===== src/rtl/quadrature_step_decoder.sv =====
// Quadrature encoder step decoder: 2-flop synchronizers, per-channel glitch filters and a PRIME/TRACK decoder FSM.
// Optional macro QDEC_ERR_COUNT_EN adds a saturating illegal-transition counter output err_count.
//
// state   | meaning
// --------+-----------------------------------------------------------
// S_PRIME | waiting for both filtered channels to settle, then capture prev
// S_TRACK | decoding changes of filtered {A,B} into steps / errors
module quadrature_step_decoder #(
    parameter int               WIDTH       = 4,
    parameter int               FILTER_LEN  = 3,
    parameter logic [WIDTH-1:0] RESET_VALUE = WIDTH'(5)
) (
    input  logic             clk,
    input  logic             reset,
    input  logic             quad_a,
    input  logic             quad_b,
    input  logic             enable,
    input  logic             set,
    input  logic [WIDTH-1:0] set_value,
    output logic             step,
    output logic             up_down,
    output logic [WIDTH-1:0] count,
    output logic             err,
    output logic             max_flag,
    output logic             min_flag
`ifdef QDEC_ERR_COUNT_EN
    ,
    output logic [3:0]       err_count
`endif
);

    typedef enum logic {S_PRIME, S_TRACK} state_t;

    localparam logic [3:0] FL_LAST = 4'(FILTER_LEN - 1);
    localparam logic [3:0] FL_FULL = 4'(FILTER_LEN);

    // bit 1 carries channel A, bit 0 channel B, so vectors read as {A,B}
    logic [1:0] r_sync1;
    logic [1:0] r_sync2;
    logic [1:0] r_level;
    logic [3:0] r_fcnt [2];
    logic [3:0] r_stab [2];

    state_t           r_state;
    logic [1:0]       r_prev;
    logic             r_step;
    logic             r_up_down;
    logic [WIDTH-1:0] r_count;
    logic             r_err;

    state_t           w_state_nxt;
    logic [1:0]       w_prev_nxt;
    logic             w_step_nxt;
    logic             w_up_down_nxt;
    logic [WIDTH-1:0] w_count_nxt;
    logic             w_err_nxt;
    logic             w_stable;
    logic [1:0]       w_up_next;
    logic [1:0]       w_down_next;

`ifdef QDEC_ERR_COUNT_EN
    logic [3:0] r_err_cnt;
    logic [3:0] w_err_cnt_nxt;
`endif

    always_ff @(posedge clk) begin
        if (reset) begin
            r_sync1 <= 2'b00;
            r_sync2 <= 2'b00;
            r_level <= 2'b00;
            for (int ch = 0; ch < 2; ch++) begin
                r_fcnt[ch] <= 4'd0;
                r_stab[ch] <= 4'd0;
            end
        end else begin
            r_sync1 <= {quad_a, quad_b};
            r_sync2 <= r_sync1;
            for (int ch = 0; ch < 2; ch++) begin
                if (r_sync2[ch] == r_level[ch]) begin
                    r_fcnt[ch] <= 4'd0;
                    if (r_stab[ch] != FL_FULL) begin
                        r_stab[ch] <= r_stab[ch] + 4'd1;
                    end
                end else begin
                    r_stab[ch] <= 4'd0;
                    if (r_fcnt[ch] == FL_LAST) begin
                        r_level[ch] <= r_sync2[ch];
                        r_fcnt[ch]  <= 4'd0;
                    end else begin
                        r_fcnt[ch]  <= r_fcnt[ch] + 4'd1;
                    end
                end
            end
        end
    end

    assign w_stable    = (r_stab[0] == FL_FULL) && (r_stab[1] == FL_FULL);
    // Gray successor / predecessor of the previous level in the up direction
    assign w_up_next   = {r_prev[0], ~r_prev[1]};
    assign w_down_next = {~r_prev[0], r_prev[1]};

    always_comb begin
        w_state_nxt   = r_state;
        w_prev_nxt    = r_prev;
        w_step_nxt    = 1'b0;
        w_up_down_nxt = r_up_down;
        w_count_nxt   = r_count;
        w_err_nxt     = r_err;
`ifdef QDEC_ERR_COUNT_EN
        w_err_cnt_nxt = r_err_cnt;
`endif
        case (r_state)
            S_PRIME: begin
                if (w_stable) begin
                    w_prev_nxt  = r_level;
                    w_state_nxt = S_TRACK;
                end
            end
            S_TRACK: begin
                if (r_level != r_prev) begin
                    w_prev_nxt = r_level;
                    if (enable) begin
                        if (r_level == w_up_next) begin
                            w_step_nxt    = 1'b1;
                            w_up_down_nxt = 1'b1;
                            w_count_nxt   = r_count + 1'b1;
                        end else if (r_level == w_down_next) begin
                            w_step_nxt    = 1'b1;
                            w_up_down_nxt = 1'b0;
                            w_count_nxt   = r_count - 1'b1;
                        end else begin
                            w_err_nxt = 1'b1;
`ifdef QDEC_ERR_COUNT_EN
                            if (r_err_cnt != 4'hF) begin
                                w_err_cnt_nxt = r_err_cnt + 4'd1;
                            end
`endif
                        end
                    end
                end
            end
            default: w_state_nxt = S_PRIME;
        endcase
        // an explicit load wins over a coincident step but leaves step/up_down intact
        if (set) begin
            w_count_nxt = set_value;
            w_err_nxt   = 1'b0;
`ifdef QDEC_ERR_COUNT_EN
            w_err_cnt_nxt = 4'd0;
`endif
        end
    end

    always_ff @(posedge clk) begin
        if (reset) begin
            r_state   <= S_PRIME;
            r_prev    <= 2'b00;
            r_step    <= 1'b0;
            r_up_down <= 1'b0;
            r_count   <= RESET_VALUE;
            r_err     <= 1'b0;
`ifdef QDEC_ERR_COUNT_EN
            r_err_cnt <= 4'd0;
`endif
        end else begin
            r_state   <= w_state_nxt;
            r_prev    <= w_prev_nxt;
            r_step    <= w_step_nxt;
            r_up_down <= w_up_down_nxt;
            r_count   <= w_count_nxt;
            r_err     <= w_err_nxt;
`ifdef QDEC_ERR_COUNT_EN
            r_err_cnt <= w_err_cnt_nxt;
`endif
        end
    end

    assign step     = r_step;
    assign up_down  = r_up_down;
    assign count    = r_count;
    assign err      = r_err;
    assign max_flag = &r_count;
    assign min_flag = ~|r_count;
`ifdef QDEC_ERR_COUNT_EN
    assign err_count = r_err_cnt;
`endif

endmodule

===== config.mk =====
export PLATFORM = sky130hd
export DESIGN_NAME = quadrature_step_decoder
export DESIGN_NICKNAME = d
export VERILOG_FILES = /design/src/rtl/quadrature_step_decoder.sv
export SDC_FILE = /design/constraint.sdc
export NUM_CORES = 1
export LEC_CHECK = 0
export CAP_MARGIN = 20
export CORE_MARGIN = 2
export CORE_UTILIZATION = 40
export DETAILED_ROUTE_END_ITERATION = 12
export PLACE_DENSITY = 0.66
export REMOVE_ABC_BUFFERS = 1
export SKIP_LAST_GASP = 1
export SYNTH_ARGS = -nofsm -noshare
export SYNTH_HDL_FRONTEND = slang
export SYNTH_SLANG_ARGS = --single-unit
export TNS_END_PERCENT = 1

===== constraint.sdc =====
create_clock -name clk -period 2.8 [get_ports clk]
set_input_delay 0.28 -clock clk [delete_from_list [all_inputs] [get_ports clk]]
set_output_delay 0.28 -clock clk [all_outputs]
set_load 0.05 [all_outputs]

Yosys cells after proc, flatten, opt, wreduce, memory -nomap -nowiden:

Memories as Yosys holds them, arrays and structs flattened.
Index checks and enable logic that the tools add are counted.

* output and inout bits: 9
* word-level logic and storage cells: 130
* bits of input ports: 10
* memories kept: 2
* bits in registers: 16
* RAM bits: 16

* equality and inequality tests: 13
* bitwise logic cells: 19
* reduce and logical (&&, ||, !) cells: 17
* add/subtract/negate cells: 6
* multiplexer cells: 63

Memories
* r_fcnt: depth 2, width 4, read ports 2, clocked after memory_dff 0, write ports 2, RTL line 41 `logic [3:0] r_fcnt [2];`
* r_stab: depth 2, width 4, read ports 2, clocked after memory_dff 0, write ports 2, RTL line 42 `logic [3:0] r_stab [2];`

Operator list (number)
* 4-bit 2-to-1 mux: 16
* 1-bit 2-to-1 mux: 44
* 4-bit by 1-bit adder with 4-bit output (second input constant): 5
* 4-bit by 2-bit equality test with 1-bit output (second input constant): 4
* 4-bit AND reduction: 3
* 1-bit bitwise OR: 10
* 1-bit inverter: 9
* 4-bit by 2-bit != test with 1-bit output (second input constant): 2
* 2-bit nonzero test: 4
* 4-bit OR reduction: 2
* 2-bit AND reduction: 3
* 5-bit AND reduction: 1
* 2-bit equality test: 2
* 2-bit 2-to-1 mux: 2
* 2-bit one-hot mux with 2 select lines: 1
* 4-bit by 1-bit subtractor with 4-bit output (second input constant): 1
* 3-bit nonzero test: 1
* 1-bit equality test: 2
* 2-bit by 1-bit != test with 1-bit output (second input constant): 1
* 2-bit != test: 1
* 2-bit != test (second input constant): 1
* 2-bit OR reduction: 1
* 1-bit logical AND: 1
* 1-bit zero test: 1

Logic depth before layout (Yosys ltp):

Gate-level depths: netlist of the first run.

* word-level depth: 8
* depth in mapped cells: 8
* gate-level depth less buffers: 7

Worst setup path after synthesis of the first run:

No wires, ideal clock.

* kind: register to output
* from: register r_count[0], in the netlist count[0]
* to: output min_flag
* cell stages (with the launch flop): 2
* data arrival time: 2.129 ns
* data required time: 2.520 ns
* path buffers: 0
* path slack: 0.391 ns
* cells stage by stage: dfxtp_1 -> nor4_1

* word-level cells in the longest chain between the ends: 2

Ends and longest elaborated chain
* start, declared: RTL line 48 `logic [WIDTH-1:0] r_count;`
* start signal, assigned: RTL line 170 `r_count <= w_count_nxt;`
* 4-bit OR reduction: RTL line 183 `assign min_flag = ~|r_count;`
* 1-bit zero test: RTL line 183
* end, declared: RTL line 25 `output logic min_flag`

No other way between the ends.

Worst setup path in the final report of the first run:

* from: register r_level[1]
* to: register r_count[3], in the netlist count[3]

* word-level cells in the longest chain between the ends: 6
* elaborated cells between the ends (all ways): 11
* those cells by class: eq/ne (3); mux (5); reduce/logical (3)

Ends and longest elaborated chain
* start, declared: RTL line 40 `logic [1:0] r_level;`
* start signal, assigned by index: RTL line 87 `r_level[ch] <= r_sync2[ch];`
* 2-bit equality test: RTL line 123 `if (r_level == w_up_next) begin`
* 4-bit 2-to-1 mux: RTL line 123
* 4-bit 2-to-1 mux: RTL line 122 `if (enable) begin`
* 4-bit 2-to-1 mux: RTL line 120 `if (r_level != r_prev) begin`
* 4-bit 2-to-1 mux: RTL line 112 `case (r_state)`
* 4-bit 2-to-1 mux: RTL line 145 `if (set) begin`

Parallel ways exist; a longest one is shown, timed or not. The select of a mux whose other input is x is not followed.
A chain may end at the register's enable or synchronous reset.

==> out/results.txt, run 1 <==
Outcome = finished clean
Final critical path time including I/O delays and setup = 2.215 ns
Die Wd = 67.03 µm
Count leader, synth = nor2_1
CP Capture Type = register
Hold WC Path Type = reg -> reg
Clk_lat worst skew = 0.28 ns
Initial Utilization = 42.45%
Place WS = 0.5887 ns
# rows = 22
Setup violators final = 0
Synth Instances = 156
Area contributors post-synth = dfxtp_1 (25%), edfxtp_1 (23%), ha_1 (6.3%)
Die Area = 0.004493 mm²
Critical path's slowest cell = dfxtp_1
RePlAce Congestion = 0.7750
EDFF count, synth = 12
Maxcap violations = 0
Mapped Area = 0.001589 mm²
Global-route wire length before repair = 4830 µm
Layout net count = 204
Worst path max stage delay = 0.50 ns
Util after Layout = 51.60%
CP Cell Sequence = xnor2_1 > nand2_1 > ha_1 > a21oi_1 > a211oi_1 > o211ai_1 > a2111oi_2
Reg2reg setup slack = 0.58 ns
CTS root buffer = clkbuf_8
Startpoint Class = register
CP arrival = 2.39 ns
Total Power = 1.002 mW
WP data required = 2.97 ns
Post-DP Area = 0.001839 mm²
WL/cell = 11.87 µm
Hpwl dp = 2174 µm
Yosys top cell by area = dfxtp_1
Tightest Pin Transition = 0.5796 ns
Worst Hold End = r_sync2[0]
Initial antenna violation count = 0
Post-synth cell types = 38
Final non-filler cell total = 234
Reg2reg start = r_level[1]
DRC viols = 0
WHS Path Cells = 1
Layout Skew = 0.002944 ns
Peak VDD IR = 0.0003149 V
Max FO, Critical Path = 6
Crit path buf inv count = 0
Final hold vios = 0
CP delay by family, top = compound AO/OA/AOI/OAI gates
CTS resizes = 0
Iteration-0 DRC Markers = 21
Crit path kind = reg -> reg
Grt ovf = 0
Pleak = 0.7513 nW
Largest net degree at the start of global routing = 14
Vias per std cell = 4.957
Synthesis-to-finish area growth = 21.57%
Placed insts = 226
Postcts setup bufs = 0
Worst-path clk slew = 0.06 ns
Routed wire length = 2778 µm
Detail Route Antenna Nets = 0
Count of cells along the worst register-to-register path = 7
Fill cell count = 353
Clock tree buffer depth = 2
Max-slew headroom = 61.28%
Final period utilization = 79.11%
CTS buffer count = 5
RSZ-0062 raised after global routing = false
Setup slack after layout = 0.5849 ns
Share of layout cells above drive strength 1 = 6.452%
Yosys reg bits = 32
Syn Area/Cell = 10.19 µm²
Buffers added on ports = 18
Yosys top cell area share = 25.20%
Vias in the first global route = 1142
Power per Cell Area = 518.7 mW/mm²
Routed via count = 1160
# diodes = 0
Top post-synthesis cells by count = nor2_1 (22), dfxtp_1 (20), edfxtp_1 (12)
Final Cell Area = 0.001932 mm²
Core Region = 0.003744 mm²
Slew Viols, Final = 0
CTS tree = yes
IO Pins = 19
Worst Hold Launch = r_sync1[0]
CTS Sinks = 32
Drt pass-1 iters = 2
Hold buffer count at CTS = 0
FMAX = 451.4 MHz
GRT Util Overall = 14.66%
Fin Hold WS = 0.4437 ns
Die Ht = 67.03 µm
Sequential fraction of the synthesis area = 47.87%
H-tree depth = 2
Warnings, synthesis = 0
Total negative slack = 0 ns
Reg2reg end = count[3]
Fraction of registers with async set/reset = 0%
Synth Flop Type = dfxtp_1
## final cells by class
class	count	area, µm²	area share, %
Sequential cell	32	760.7	39.38
Multi-Input combinational cell	124	819.5	42.42
Clock buffer	6	82.58	4.275
Clock inverter	2	10.01	0.5181
Tap cell	48	60.06	3.109
Timing Repair Buffer	19	187.7	9.715
Inverter	3	11.26	0.5829
## state kept, by name (all words and copies together), names as in the netlist
register  cells
r_fcnt        8
r_sync1       2
r_state       1
err           1
count         4
step          1
up_down       1
r_level       2
r_stab        8
r_sync2       2
r_prev        2
## cells in the final DEF (no fill, tap or decap), types with 2 or more instances in the layout
| cell | synthesis | routed |
|---|---|---|
| nor2_1 | 22 | 22 |
| dfxtp_1 | 20 | 20 |
| clkdlybuf4s50_1 | 0 | 18 |
| edfxtp_1 | 12 | 12 |
| xor2_1 | 9 | 9 |
| a21oi_1 | 9 | 9 |
| xnor2_1 | 8 | 8 |
| nand3_1 | 8 | 8 |
| nor2b_1 | 8 | 8 |
| ha_1 | 8 | 8 |
| conb_1 | 1 | 8 |
| nor3_1 | 6 | 6 |
| clkbuf_8 | 0 | 6 |
| nand2_1 | 5 | 5 |
| nand2b_1 | 5 | 5 |
| nor3b_1 | 4 | 4 |
| mux2i_1 | 4 | 4 |
| inv_1 | 3 | 3 |
| o21ai_0 | 3 | 3 |
| clkinv_2 | 0 | 2 |
## layer usage
metal,GRT usage (%),up-vias,part of all wire (%)
met5,0,-,0
met4,6.122,0,1.2
met3,5.068,4,4.0
met2,24.75,20,50
met1,16.68,545,45
li1,-,591,-
## cells by family after synthesis
logic type / share of synthesized area [%]
compound gates: 8.740
xor+xnor: 10.39
fa+ha+maj: 7.559
buf+inv: 2.204
flops: 47.87
mux: 2.520
other cells: 0.2360
simple gates: 20.47
## power by group
group / switching (mW) / total, mW / internal, mW
clock: 0.161 / 0.357 / 0.196
combinational: 0.0606 / 0.113 / 0.0527
sequential: 0.0226 / 0.532 / 0.510
## worst max-delay path by stage
stage	start	endpoint	depth (start not counted)	slack (ns)
2_1_floorplan	count[0]	min_flag	1	0.39
3_3_place_gp	r_level[0]	count[3]	7	0.76
3_5_place_dp	r_level[0]	count[3]	7	0.59
4_1_cts	r_level[0]	count[3]	7	0.57
5_1_grt	r_level[0]	count[3]	7	0.33
6_report	r_level[1]	count[3]	7	0.58
No activity file was read; power rests on OpenSTA's default activity.
==> inputs of run 2 (changes only) <==
==> constraint.sdc (replaced) <==
create_clock -name clk -period 2.3 [get_ports clk]
set_input_delay 0.23 -clock clk [delete_from_list [all_inputs] [get_ports clk]]
set_output_delay 0.23 -clock clk [all_outputs]
set_load 0.05 [all_outputs]
==> run 2 against run 1 <==
Net effect:
- sequential share of layout area decreased by 1.1 points
- highest routed layer unchanged
- clock skew grew 0.00077 ns
- worst setup slack lost 0.37 ns
- final cell count is 1.3% higher
==> out/results.txt, run 2 (same netlist as run 1, synthesis figures left out) <==
Outcome = finished clean
Layout net count = 207 (+1.5%)
Iteration-0 DRC Markers = 30 (+43%)
IO Pins = 19 (unchanged)
Peak VDD IR = 0.0003268 V (+3.8%)
Power per Cell Area = 665.3 mW/mm² (+28%)
RSZ-0062 raised after global routing = false
Final critical path time including I/O delays and setup = 2.089 ns (-0.1260 ns)
Met3 usage = 4.054% (-1.0 points)
Hpwl dp = 2155 µm (-0.87%)
Share of layout cells above drive strength 1 = 9.524% (+3.1 points)
CTS root buffer = clkbuf_8
Clk_lat worst skew = 0.28 ns (about the same)
Post-DP Area = 0.001862 mm² (+1.2%)
Layout Skew = 0.003714 ns (+0.0007705 ns)
FMAX = 478.7 MHz (+6.0%)
GR Util met1 = 16.03% (-0.65 points)
WL/cell = 11.68 µm (-1.7%)
Clock tree buffer depth = 2 (unchanged)
Setup violators final = 0 (unchanged)
Worst-path clk slew = 0.06 ns (about the same)
Most common cell after layout, fill and taps aside = nor2_1
Total negative slack = 0 ns (unchanged)
Sw Ratio = 22.71% (-1.7 points)
Buffers added on ports = 18 (unchanged)
Die Ht = 67.03 µm (unchanged)
CTS buffer count = 5 (unchanged)
Core Region = 0.003744 mm² (unchanged)
Met2 global-route usage = 24.26% (-0.50 points)
Grt ovf = 0 (unchanged)
Util after Layout = 53.24% (+1.6 points)
Die Wd = 67.03 µm (unchanged)
Slew Viols, Final = 0 (unchanged)
Initial antenna violation count = 0 (unchanged)
Fin Hold WS = 0.4409 ns (-0.002714 ns)
Clock power share = 40.5% (+4.9 points)
Drt pass-1 iters = 3 (+1)
Detail Route Antenna Nets = 0 (unchanged)
Vias per std cell = 4.899 (-1.2%)
CP arrival = 2.27 ns (-0.12 ns)
Share of power burned in registers = 48.8% (-4.3 points)
Routed via count = 1161 (+0.086%)
CP Capture Type = register
Vias in the first global route = 1220 (+6.8%)
Largest net degree at the start of global routing = 11 (-3)
# rows = 22 (unchanged)
Crit path kind = reg -> reg
Placed insts = 229 (+1.3%)
Net Sw Power = 301.2 µW (+23%)
Int Power = 1.025 mW (+35%)
Final Cell Area = 0.001993 mm² (+3.2%)
Max FO, Critical Path = 6 (unchanged)
Die Area = 0.004493 mm² (unchanged)
GRT Util Overall = 14.44% (-0.22 points)
WP data required = 2.48 ns (-0.49 ns)
CTS tree = yes
Routed wire length = 2767 µm (-0.40%)
Combinational power share = 10.7% (-0.6 points)
CTS Sinks = 32 (unchanged)
Startpoint Class = register
Fill cell count = 348 (-1.4%)
Tightest Pin Transition = 0.5518 ns (-0.02785 ns)
Final non-filler cell total = 237 (+1.3%)
Maxcap violations = 0 (unchanged)
Global-route wire length before repair = 4899 µm (+1.4%)
# diodes = 0 (unchanged)
Register area = 762.0 µm² (+0.16%)
Pleak = 0.7799 nW (+3.8%)
Commonest non-fill, non-tap cells in the layout = nor2_1 (22), dfxtp_1 (19), clkdlybuf4s50_1 (18), edfxtp_1 (12), xor2_1 (9)
RePlAce Congestion = 0.7581 (-2.2%)
Initial Utilization = 42.45% (unchanged)
Global route hottest layer = met2
Final period utilization = 90.83% (+12 points)
Final hold vios = 0 (unchanged)
Max-slew headroom = 63.14% (+1.9 points)
Synthesis-to-finish area growth = 25.43%
Multi-input logic area = 828.3 µm² (+1.1%)
H-tree depth = 2 (unchanged)
DRC viols = 0 (unchanged)
Hold WC Path Type = reg -> reg
==> run 2: worst paths after layout <==
path / from / endpoint / slack, ns / depth (start not counted)
hold / removal: r_sync1[0] / r_sync2[0] / 0.44 / 1
setup reg to reg: r_level[0] / count[3] / 0.21 / 7
hold reg to reg: r_sync1[0] / r_sync2[0] / 0.44 / 1
setup / recovery: r_level[0] / count[3] / 0.21 / 7
==> run 2: timing repair <==
| item | in CTS | in global routing |
|---|---|---|
| endpoints found under the setup margin | 0 | 1 |
| hold buffers | 0 | 0 |
| gates resized for setup | 0 | 3 |
| buffers inserted | 0 | 0 |
==> run 2: layer usage <==
layer	wire [µm]	vias to the layer above
met5	0	-
met4	70	0
met3	112	9
met2	1343	25
met1	1240	528
li1	-	599
==> run 2: area by class of cell <==
cell class              instances  share of cell area, %
flip-flops and latches         32                  38.23
well taps                      48                  3.013
multi-input cells             124                  41.56
inverters                       3                 0.5650
repair buffers                 22                  10.55
clock buffers                   8                  6.089
==> run 2: stage by stage <==
step	worst slack, ns	power, mW
floorplan	-0.05927	0.7439
global placement	0.2517	0.7926
detailed placement	0.1041	0.8006
CTS	0.09066	1.340
global route	0.01784	1.382
finish	0.2108	1.326
==> run 2: power groups by stage <==
stage | clock network (mW) | logic [mW] | registers (mW)
after detailed placement | 0 | 0.140 | 0.660
after global routing | 0.572 | 0.158 | 0.652
after global placement | 0 | 0.135 | 0.658
after CTS | 0.550 | 0.141 | 0.648
after floorplan | 0 | 0.0742 | 0.670
final | 0.537 | 0.142 | 0.648
==> run 2: worst max-delay path: stages, from the launching register on <==
cell       delay (ns)
dfxtp_2          0.39
xor2_1           0.22
nand2_1          0.15
ha_1             0.36
nand3_1          0.13
o211a_1          0.18
o2111a_1         0.24
a2111oi_2        0.31
